## src/rtl/uart_rx_fifo.sv

```systemverilog
// Receive-side FWFT byte FIFO behind a UART receiver, with a sticky overflow flag.
// Define UART_RX_FIFO_TIMEOUT_EN to build the idle-timeout flag; otherwise timeout is tied to 0.
module uart_rx_fifo #(
    parameter int DEPTH          = 16,
    parameter int AW             = $clog2(DEPTH),
    parameter int TIMEOUT_CYCLES = 43400
) (
    input  logic          clk,
    input  logic          reset,
    input  logic [7:0]    rx_data,
    input  logic          rx_valid,
    output logic [7:0]    m_data,
    output logic          m_valid,
    input  logic          m_ready,
    output logic [AW:0]   count,
    output logic          full,
    output logic          empty,
    output logic          overflow,
    input  logic          ovf_clear,
    output logic          timeout
);

    if ((1 << AW) != DEPTH || DEPTH < 2 || TIMEOUT_CYCLES < 1) begin : g_bad_cfg
        $error("uart_rx_fifo: DEPTH must be a power of two >= 2 and TIMEOUT_CYCLES >= 1");
    end

    localparam logic [AW:0] PTR_ONE = {{AW{1'b0}}, 1'b1};

    logic [7:0]  mem_q [DEPTH];
    logic [AW:0] wr_q, wr_d, rd_q, rd_d;
    logic        ovf_q, ovf_d;
    logic        push, pop;

    assign empty    = (wr_q == rd_q);
    assign full     = (wr_q[AW] != rd_q[AW]) && (wr_q[AW-1:0] == rd_q[AW-1:0]);
    assign count    = wr_q - rd_q;
    assign m_valid  = ~empty;
    assign m_data   = mem_q[rd_q[AW-1:0]];
    assign overflow = ovf_q;

    // A pop frees the slot in the same cycle, so a full FIFO can still accept.
    assign pop  = m_valid & m_ready;
    assign push = rx_valid & (~full | pop);

    always_comb begin
        wr_d  = push ? wr_q + PTR_ONE : wr_q;
        rd_d  = pop  ? rd_q + PTR_ONE : rd_q;
        ovf_d = ovf_q;
        if (rx_valid && !push) ovf_d = 1'b1;
        else if (ovf_clear)    ovf_d = 1'b0;
    end

    always_ff @(posedge clk or posedge reset) begin
        if (reset) begin
            wr_q  <= '0;
            rd_q  <= '0;
            ovf_q <= 1'b0;
        end else begin
            wr_q  <= wr_d;
            rd_q  <= rd_d;
            ovf_q <= ovf_d;
        end
    end

    always_ff @(posedge clk) begin
        if (push) mem_q[wr_q[AW-1:0]] <= rx_data;
    end

`ifdef UART_RX_FIFO_TIMEOUT_EN
    localparam int             IW   = $clog2(TIMEOUT_CYCLES + 1);
    localparam logic [IW-1:0]  TMAX = IW'(TIMEOUT_CYCLES);

    logic [IW-1:0] idle_q, idle_d;
    logic          timeout_q, timeout_d;

    // Judged on next-state values so the flag drops right after a push or a drain.
    always_comb begin
        idle_d = idle_q;
        if (push || (wr_d == rd_d)) idle_d = '0;
        else if (idle_q != TMAX)    idle_d = idle_q + IW'(1);
        timeout_d = (idle_d == TMAX) && (wr_d != rd_d);
    end

    always_ff @(posedge clk or posedge reset) begin
        if (reset) begin
            idle_q    <= '0;
            timeout_q <= 1'b0;
        end else begin
            idle_q    <= idle_d;
            timeout_q <= timeout_d;
        end
    end

    assign timeout = timeout_q;
`else
    assign timeout = 1'b0;
`endif

endmodule

```

## config.mk

```make
export PLATFORM = sky130hd
export DESIGN_NAME = uart_rx_fifo
export DESIGN_NICKNAME = d
export VERILOG_FILES = /design/src/rtl/uart_rx_fifo.sv
export SDC_FILE = /design/constraint.sdc
export NUM_CORES = 1
export LEC_CHECK = 0
export ABC_CLOCK_PERIOD_IN_PS = 3850
export BUFFER_PORTS_ARGS = -buffer_cell sky130_fd_sc_hd__buf_2
export CORE_MARGIN = 10
export CORE_UTILIZATION = 50
export CTS_BUF_LIST = sky130_fd_sc_hd__clkbuf_4 sky130_fd_sc_hd__clkbuf_8 sky130_fd_sc_hd__clkbuf_16
export DETAILED_ROUTE_END_ITERATION = 6
export HOLD_SLACK_MARGIN = 0.02
export PLACE_DENSITY = 0.72
export REMOVE_ABC_BUFFERS = 1
export SLEW_MARGIN = 20
export SYNTH_ARGS = -nofsm -noshare
export SYNTH_HDL_FRONTEND = slang
export SYNTH_SLANG_ARGS = --single-unit
```

## constraint.sdc

```tcl
create_clock -name clk -period 3.85 [get_ports clk]
set_input_delay 0.385 -clock clk [delete_from_list [all_inputs] [get_ports clk]]
set_output_delay 0.385 -clock clk [all_outputs]
set_load 0.01 [all_outputs]
```

Word level (Yosys, flattened, before mapping)
Memory sizes are Yosys's and may differ from the RTL's.
Index checks and enable logic that the tools add are counted.
Cells by class
  add/sub/neg operators: 3
  equality and inequality tests: 3
  mux-type cells: 4
  bitwise operators: 5
  reduce and logical (&&, ||, !) cells: 4
Operator list (count)
  5-bit by 1-bit adder with 5-bit output (second input constant): 2
  5-bit == test: 1
  5-bit subtractor: 1
  4-bit == test: 1
  1-bit 2-to-1 mux: 4
  1-bit AND: 2
  1-bit logical AND: 2
  1-bit NOT: 2
  2-bit nonzero test: 1
  1-bit logical NOT: 1
  1-bit != test: 1
  1-bit bitwise OR: 1
Storage, ports and cells
  flip-flop bits (word level): 11
  bits in writable memories: 128
  input bits: 13
  output and inout port bits: 18
  memories: 1
Memory list
  mem_q: depth 16, bits a word 8, read ports 1, clocked after memory_dff 0, wr ports 1, line 29  | logic [7:0] mem_q [DEPTH];

Longest topological paths before layout
Gate-level depths: netlist of the first run.
  depth in word-level cells: 8
  mapped depth: 9
  depth with buffers taken out: 7

Worst setup path before layout of the first run
No wires, ideal clock.
  path type: register to register
  start point: register rd_q[1]
  end point: memory mem_q[0][0], enable pin
  setup time: 0.383 ns
  arrival time: 2.313 ns
  required time: 3.467 ns
  setup slack: 1.154 ns
  cell stages (with the launch flop): 10
  path buffers: 3
  clock period less this slack: 2.696 ns
  path through: dfrtp_1 > buf_2 > clkbuf_1 > inv_1 > ha_1 > nand4_1 > o31a_1 > buf_2 > nand2_1 > nor3_1
Between the ends
  word-level cells in the longest chain between the ends: 7
  elaborated cells on any way between the ends: 10
RTL lines
  from (decl): line 30  | logic [AW:0] wr_q, wr_d, rd_q, rd_d;
  from (signal assigned): line 60  | rd_q <= rd_d;
  5-bit == test or 4-bit == test (tied branches): line 34, 35
  1-bit NOT or 1-bit logical AND (tied branches): line 37, 35
  1-bit AND or 1-bit NOT (tied branches): line 42, 43
  1-bit bitwise OR *: line 43  | assign push = rx_valid & (~full | pop);
  1-bit AND *: line 43
  1-bit 2-to-1 mux *: line 66  | if (push) mem_q[wr_q[AW-1:0]] <= rx_data;
  1-bit 2-to-1 mux (not written as such) *: line 66
  to (decl): line 29
Mark *: on every way between the ends. The rest lies on a longest branch, timed or not.

Worst setup path after layout of the first run
  start point: register rd_q[0]
  end point: output port m_data[0]
Between the ends
  word-level cells in the longest chain between the ends: 1
RTL lines
  memory 16 x 8 bit
  to (decl): line 12  | output logic [7:0] m_data,
No other way between the ends.

==> results of run 1 <==
## layer usage
layer | track usage, % | up-vias | routed length, um
met5 | 0 | - | 0
met4 | 7.10 | 0 | 223
met3 | 3.76 | 17 | 531
met2 | 24.5 | 74 | 6040
met1 | 17.8 | 1455 | 4710
li1 | - | 1313 | -
## layout make-up
type	count	area [sq um]
fillers	856	4750
flip-flops and latches	139	4120
multi-input cells	141	1500
clock buffers	18	433
repair buffers	36	200
well taps	143	179
clock inverters	14	97.6
inverters	11	41.3
## cell usage after synthesis (2+ instances only)
cell type and count:
clkbuf_1 6, buf_8 2, nor2_1 13, a21o_1 2, o21ai_1 8, a22oi_1 8
nand2b_1 2, mux4_2 8, buf_2 4, nand4_1 4, o21ai_0 3, xnor2_1 9
mux4_1 16, xor2_1 2, nor3_1 4, a21oi_1 2, inv_1 10, mux2i_1 24
nand2_1 8, dfrtp_1 11, edfxtp_1 128, a32oi_1 8, ha_1 9
## logic make-up after synthesis
logic type      count (synthesis)
compound gates                 33
xor+xnor                       12
fa+ha+maj                      10
buf+inv                        26
flops                         139
mux                            48
other cells                     1
simple gates                   37
## power groups by stage
stage | sequential, W | clock, W | combinational (W)
floorplan | 0.00207 | 0 | 0.00106
global placement | 0.00199 | 0 | 0.00175
detailed placement | 0.00200 | 0 | 0.00177
CTS | 0.00197 | 0.00145 | 0.00178
global route | 0.00199 | 0.00153 | 0.00190
finish | 0.00197 | 0.00143 | 0.00176
## path summary, 6_finish.rpt
kind | start | to | slack (ns) | cells past startpoint
min in group asynchronous | reset | rd_q[3]$_DFFE_PP0P_ | 0.53 | 3
max | rd_q[0]$_DFFE_PP0P_ | m_data[0] | 0.98 | 6
min | ovf_clear | overflow$_DFFE_PP0P_ | 0.15 | 2
min reg2reg | rd_q[0]$_DFFE_PP0P_ | rd_q[0]$_DFFE_PP0P_ | 0.50 | 1
max in group asynchronous | reset | rd_q[1]$_DFFE_PP0P_ | 2.98 | 3
max reg2reg | rd_q[3]$_DFFE_PP0P_ | mem_q[9][2]$_DFFE_PP_ | 1.02 | 6
## sequential cells by signal, summed over array words and instances, names as in the netlist
signal / count
mem_q: 128
wr_q: 5
overflow: 1
rd_q: 5
## stage by stage
step	total power, W	utilization, %	hold slack, ns	worst slack (ns)	cells
finish	0.00516	58.0	0.151	0.976	502
CTS	0.00520	58.0	0.143	0.963	502
floorplan	0.00313	-	0.237	0.497	291
detailed placement	0.00377	53.2	0.414	1.02	469
global route	0.00541	58.0	0.163	0.797	502
global placement	0.00374	53.2	0.405	1.22	469
## worst max-delay path: cells and delay by family, from the launching register on
family                 cells  cell delay [ns]
AO/OA/AOI/OAI              2             0.60
buffers and inverters      2             0.61
multiplexers               1             0.13
flip-flops                 1             0.38
AND/OR/NAND/NOR            1             0.34
==> summary.txt, run 1 <==
Mean Syn Cell Area - 18.8 sq um
Die Area - 16200 sq um
Startpoint Class - register
internal power - 0.00341 W
final worst-path cycle share - 74.7%
Synth Area in XOR/XNOR - 1.96%
sequential power share - 38.2%
largest family of logic cells by synthesized area - multiplexers
total number of vias - 2859
Starting Density - 50.8%
WS Path Type - reg2out
Final Hold Viols - 0
CTS clk-pin slew, worst paths - 0.05 ns
sinks on the clock net - 139
worst-skew pair later-pin latency - 0.42 ns
P_sw - 0.00175 W
diode count - 0
hold_buf cts - 1
commonest non-fill, non-tap cell in the layout - edfxtp_1
Pleak - 2.33 nW
NumNets Final - 369
most frequent cells in the layout - edfxtp_1 (128), buf_2 (29), mux2i_1 (24)
Global Route Usage Sum - 14.8%
Synth Area in Simple Gates - 3.11%
IO Count - 31
clk buf depth - 2
CTS Buf Count - 17
CTS root buf - clkbuf_16
sequential area share after synthesis - 71.6%
pin count of the biggest net entering global routing - 43
worst min path class - in2reg
post-synthesis async set-or-reset flop share - 7.91%
register bit total from synthesis - 139
final setup fails - 0
Data required, critical path - 3.46 ns
number of synthesized flops with an enable pin - 128
top cell type by total area after synthesis - edfxtp_1
mux share of post-synthesis cell area - 14.6%
global-route wire length before repair - 17700 um
global placement routability congestion - 0.845
switching part of the total - 33.9%
worst-margin pin slew - 0.734 ns
RSZ-0062 raised after global routing - no
Combinational Power Share - 34.1%
port bufs - 29
CP cell instances - buf_4 -> and2b_2 -> a22oi_1 -> mux2i_1 -> o21ai_1 -> buf_2
core area - 11300 sq um
die height - 127 um
adder-cell share of the synthesized area - 2.30%
CTS tree - yes
DRT iter0 DRCs - 222
# rows - 39
area share of the largest cell type after synthesis - 66.8%
Resized cells post-CTS - 0
Finished Cell Area - 6570 sq um
pins over their slew limit - 0
top post-synthesis cells by area - edfxtp_1 (67%), mux4_1 (7.3%), dfrtp_1 (4.8%)
Main synth FF type - edfxtp_1
CP peak stage delay - 0.41 ns
Peak VDD IR - 0.394 mV
post-route ant nets - 0
Max Cap Viol - 0
drt drc - 0
Synth Instances - 306
H-tree Lvls - 4
Crit-path slowest cell - buf_4
Final Skew - 0.00766 ns
final setup TNS - 0 ns
Routed WL - 11500 um
Slew headroom - 50.9%
Die W - 127 um
status - complete, no violations
Clk pwr share - 27.7%
critical path capture point type - output pin
crit-path max FO - 27
final worst path period need - 2.87 ns
Post-Syn Area - 5750 sq um
PD cells - 786 nW/um^2
DR WL/cell - 22.9 um
post-synthesis compound-gate area fraction - 3.94%
Highest Clock Rate - 348 MHz
arrival time worst endpoint - 2.49 ns
Netlist cell types - 38
share of layout cells above drive strength 1 - 22.0%
router iterations before antenna repair - 4
vias in the first global route - 3041
area grow syn2layout - 14.1%
grt ovf - 0
post-DP HPWL - 7730 um
postcts setup bufs - 0
antenna violations before repair - 0
Synth Warn # - 0
dpl cell area - 6030 sq um
vias per cell - 5.70
Note: power is estimated with default switching activity, not from simulation.
==> run 2, diff against run 1 <==
Settings changed: ABC_CLOCK_PERIOD_IN_PS 3850 to 2750.
Clock period 3.85 ns to 2.75 ns, I/O delays scaled along.
==> summary.txt, run 2 (same netlist as run 1, synthesis figures left out) <==
pins over their slew limit - 0 (unchanged)
commonest non-fill, non-tap cell in the layout - edfxtp_1 (unchanged)
status - complete, no violations (unchanged)
share of layout cells above drive strength 1 - 24.5% (was 22.0%)
Die W - 127 um (unchanged)
global placement routability congestion - 0.802 (was 0.845)
Fillers - 824 (was 856)
total number of vias - 2896 (was 2859)
critical path capture point type - output pin (unchanged)
final setup fails - 0 (unchanged)
clk buf depth - 2 (unchanged)
post-route ant nets - 0 (unchanged)
Startpoint Class - register (unchanged)
Final Skew - 0.0113 ns (was 0.00766 ns)
Data required, critical path - 2.48 ns (was 3.46 ns)
diode count - 0 (unchanged)
die height - 127 um (unchanged)
worst-margin pin slew - 0.612 ns (was 0.734 ns)
dpl cell area - 6120 sq um (was 6030 sq um)
DR WL/cell - 20.9 um (was 22.9 um)
Max Cap Viol - 0 (unchanged)
CTS tree - yes (unchanged)
pin count of the biggest net entering global routing - 43 (unchanged)
# rows - 39 (unchanged)
vias per cell - 5.63 (was 5.70)
Pleak - 2.41 nW (was 2.33 nW)
PD cells - 1100 nW/um^2 (was 786 nW/um^2)
CTS Buf Count - 17 (unchanged)
Global Route Usage Sum - 13.6% (was 14.8%)
Place WS - 0.411 ns (was 1.02 ns)
Starting Density - 50.8% (unchanged)
worst hold-check slack - 0.0490 ns (was 0.151 ns)
Routed WL - 10800 um (was 11500 um)
final setup TNS - 0 ns (unchanged)
post-DP HPWL - 7160 um (was 7730 um)
most frequent cells in the layout - edfxtp_1 (128), buf_2 (29), mux2i_1 (24) (unchanged)
router iterations before antenna repair - 6 (was 4)
CTS root buf - clkbuf_16 (unchanged)
worst-skew pair later-pin latency - 0.41 ns (was 0.42 ns)
port bufs - 29 (unchanged)
WS Path Type - reg2out (unchanged)
worst min path class - in2reg (unchanged)
RSZ-0062 raised after global routing - no (unchanged)
drt drc - 0 (unchanged)
Core Util, Final - 59.3% (was 58.0%)
Slew headroom - 59.2% (was 50.9%)
vias in the first global route - 2958 (was 3041)
Finished Cell Area - 6710 sq um (was 6570 sq um)
H-tree Lvls - 4 (unchanged)
CTS clk-pin slew, worst paths - 0.05 ns (about the same)
final worst path period need - 2.62 ns
max reg flops - 128 (unchanged)
grt ovf - 0 (unchanged)
Final Hold Viols - 0 (unchanged)
arrival time worst endpoint - 2.34 ns (was 2.49 ns)
Highest Clock Rate - 382 MHz
Final WS setup - 0.133 ns (was 0.976 ns)
IO Count - 31 (unchanged)
global-route wire length before repair - 16700 um (was 17700 um)
Peak VDD IR - 0.481 mV (was 0.394 mV)
crit-path max FO - 28 (was 27)
NumNets Final - 381 (was 369)
DRT iter0 DRCs - 248 (was 222)
final worst-path cycle share - 95.2%
area grow syn2layout - 16.6% (was 14.1%)
core area - 11300 sq um (unchanged)
Die Area - 16200 sq um (unchanged)
sinks on the clock net - 139 (unchanged)
antenna violations before repair - 0 (unchanged)
run 2: cell types whose count changed in the layout (fill, tap and decap cells not counted), sizes merged:
cell	change
clkinv	-2
bufinv	+2
buf	+12
inv	-1
clkbuf	+1
run 2: area by class of cell:
| class | instances | area (sq um) | area share [%] |
|---|---|---|---|
| inverters | 11 | 41.3 | 0.615 |
| clock buffers | 19 | 440 | 6.56 |
| repair buffers | 48 | 290 | 4.33 |
| flip-flops and latches | 139 | 4120 | 61.4 |
| multi-input cells | 141 | 1500 | 22.3 |
| clock inverters | 13 | 143 | 2.13 |
| well taps | 143 | 179 | 2.67 |
run 2: critical path: stages, from the launching register on:
cell and delay, ns:
dfrtp_1 0.37, buf_4 0.41, mux4_1 0.69, mux2i_1 0.17, o21ai_1 0.10, buf_2 0.17
run 2: per-layer routing:
layer / vias up / GRT usage [%] / routed length [um]
li1: 1336 / - / -
met2: 71 / 21.7 / 5450
met1: 1478 / 17.1 / 4730
met5: - / 0 / 0
met3: 11 / 3.85 / 433
met4: 0 / 5.56 / 146
run 2: path summary, 6_finish.rpt:
check	start	to	slack [ns]	cells after the start
max in group asynchronous	reset	rd_q[1]$_DFFE_PP0P_	2.01	3
hold / removal	ovf_clear	overflow$_DFFE_PP0P_	0.05	2
min in group asynchronous	reset	overflow$_DFFE_PP0P_	0.41	3
setup reg to reg	rd_q[2]$_DFFE_PP0P_	mem_q[2][2]$_DFFE_PP_	0.35	7
hold reg to reg	overflow$_DFFE_PP0P_	overflow$_DFFE_PP0P_	0.53	2
setup / recovery	rd_q[0]$_DFFE_PP0P_	m_data[4]	0.13	5
run 2: timing repair:
item                      in CTS  in global routing
gates resized for setup        0                  0
hold endpoints to repair      11                  0
buffers inserted               0                  0
hold buffers                   1                  0
run 2: stage by stage:
step | total power [W] | std cells
final | 0.00738 | 514
after global routing | 0.00773 | 514
after detailed placement | 0.00523 | 481
after global placement | 0.00519 | 481
after floorplan | 0.00438 | 291
after CTS | 0.00744 | 514
run 2: report_power, final:
| part | switching (W) | total, W | internal, W |
|---|---|---|---|
| combinational | 0.00139 | 0.00245 | 0.00106 |
| sequential | 0.000152 | 0.00273 | 0.00258 |
| clock | 0.000841 | 0.00220 | 0.00136 |
==> run 3, diff against run 2 <==
Settings changed: CORE_UTILIZATION 50 to 39, PLACE_DENSITY 0.72 to 0.6, SETUP_SLACK_MARGIN set to 0.2.
==> summary.txt, run 3 (same netlist as run 1, synthesis figures left out) <==
status - complete, no violations (unchanged)
total number of vias - 2941 (was 2896)
most frequent cells in the layout - edfxtp_1 (128), buf_2 (29), mux2i_1 (24) (unchanged)
# rows - 44 (was 39)
Peak VDD IR - 0.457 mV (was 0.481 mV)
Highest Clock Rate - 402 MHz (was 382 MHz)
post-DP HPWL - 7770 um (was 7160 um)
Pleak - 2.46 nW (was 2.41 nW)
port bufs - 29 (unchanged)
arrival time worst endpoint - 2.21 ns (was 2.34 ns)
vias per cell - 5.28 (was 5.63)
grt ovf - 0 (unchanged)
commonest non-fill, non-tap cell in the layout - edfxtp_1 (unchanged)
Final Skew - 0.00765 ns (was 0.0113 ns)
Global Route Usage Sum - 12.3% (was 13.6%)
worst min path class - in2reg (unchanged)
crit-path max FO - 14 (was 28)
vias in the first global route - 3089 (was 2958)
worst hold-check slack - 0.114 ns (was 0.0490 ns)
NumNets Final - 383 (was 381)
CTS root buf - clkbuf_16 (unchanged)
Startpoint Class - register (unchanged)
global-route wire length before repair - 18200 um (was 16700 um)
RSZ-0062 raised after global routing - yes (was no)
register area - 4120 sq um (about the same)
Starting Density - 39.7% (was 50.8%)
antenna violations before repair - 0 (unchanged)
Fillers - 1212 (was 824)
drt drc - 0 (unchanged)
H-tree Lvls - 4 (unchanged)
area grow syn2layout - 19.5% (was 16.6%)
worst-margin pin slew - 0.537 ns (was 0.612 ns)
PD cells - 1130 nW/um^2 (was 1100 nW/um^2)
post-route ant nets - 0 (unchanged)
share of layout cells above drive strength 1 - 27.3% (was 24.5%)
Place WS - 0.346 ns (was 0.411 ns)
Final Hold Viols - 0 (unchanged)
Die Area - 20000 sq um (was 16200 sq um)
Data required, critical path - 2.48 ns (about the same)
Slew headroom - 64.0% (was 59.2%)
WS Path Type - reg2out (unchanged)
Die W - 141 um (was 127 um)
router iterations before antenna repair - 4 (was 6)
Final WS setup - 0.262 ns (was 0.133 ns)
DRT iter0 DRCs - 225 (was 248)
pin count of the biggest net entering global routing - 43 (unchanged)
postcts setup bufs - 0 (unchanged)
pins over their slew limit - 0 (unchanged)
worst-skew pair later-pin latency - 0.42 ns (was 0.41 ns)
final worst path period need - 2.49 ns (was 2.62 ns)
die height - 141 um (was 127 um)
IO Count - 31 (unchanged)
diode count - 0 (unchanged)
Max Cap Viol - 0 (unchanged)
clk buf depth - 2 (unchanged)
final setup fails - 0 (unchanged)
DR WL/cell - 21.6 um (was 20.9 um)
Routed WL - 12100 um (was 10800 um)
core area - 14500 sq um (was 11300 sq um)
sinks on the clock net - 139 (unchanged)
footprint of the multi-input gates - 1520 sq um (was 1500 sq um)
critical path capture point type - output pin (unchanged)
CTS clk-pin slew, worst paths - 0.06 ns (was 0.05 ns)
global placement routability congestion - 0.855 (was 0.802)
CTS Buf Count - 17 (unchanged)
final worst-path cycle share - 90.5% (was 95.2%)
max reg flops - 128 (unchanged)
CTS tree - yes (unchanged)
[run 3: cell count changes in the layout (fill, tap and decap cells not counted), sizes merged]
cell         previous run  this run
dlygate4sd3             1         2
bufinv                  2         4
clkbuf                 19        18
inv                    13        15
clkinvlp                4         2
[run 3: area by class of cell]
cell class | instances | area share [%]
multi-input cells | 141 | 22.1
inverters | 11 | 0.600
clock inverters | 15 | 2.82
well taps | 184 | 3.35
clock buffers | 17 | 6.19
flip-flops and latches | 139 | 60.0
repair buffers | 50 | 4.97
[run 3: report_power, final]
group	switching, W	total (W)	internal [W]
registers	0.000160	0.00275	0.00259
logic	0.00150	0.00264	0.00114
clock network	0.000861	0.00238	0.00152
[run 3: per-stage QoR]
step	utilization [%]	instances	total power, W	instance area, sq um	setup TNS (ns)
after floorplan	-	291	0.00438	5660	-52.26
after global placement	42.7	522	0.00532	6180	0
after detailed placement	42.7	522	0.00536	6180	0
after CTS	47.2	556	0.00775	6830	0
after global routing	47.5	557	0.00812	6880	0
final	47.5	557	0.00776	6880	0
[run 3: what timing repair did]
| item | in CTS | in global routing |
|---|---|---|
| endpoints found under the hold margin | 12 | 0 |
| resized for setup | 5 | 6 |
| hold buffers | 2 | 0 |
| endpoints found under the setup margin | 9 | 57 |
| gates cloned | 0 | 1 |
[run 3: critical path, stage by stage (launching register included)]
cell	delay, ns
dfrtp_2	0.47
buf_12	0.20
and2b_2	0.32
a22oi_2	0.25
mux2i_1	0.11
o21ai_1	0.25
buf_2	0.19
[run 3: worst paths after layout]
path	slack [ns]	cells past startpoint	end	from
min reg2reg	0.52	2	overflow$_DFFE_PP0P_	overflow$_DFFE_PP0P_
max reg2reg	0.49	7	mem_q[2][2]$_DFFE_PP_	rd_q[2]$_DFFE_PP0P_
max	0.26	6	m_data[6]	rd_q[0]$_DFFE_PP0P_
min	0.11	3	overflow$_DFFE_PP0P_	rx_valid
min in group asynchronous	0.40	3	overflow$_DFFE_PP0P_	reset
max in group asynchronous	2.00	3	wr_q[0]$_DFFE_PP0P_	reset
[run 3: per-layer routing]
layer  wire length (um)  track usage [%]  vias up
li1                   -                -     1340
met1               4800             14.6     1497
met2               6290             20.5       87
met3                694             3.07       17
met4                277             5.54        0
met5                  0                0        -
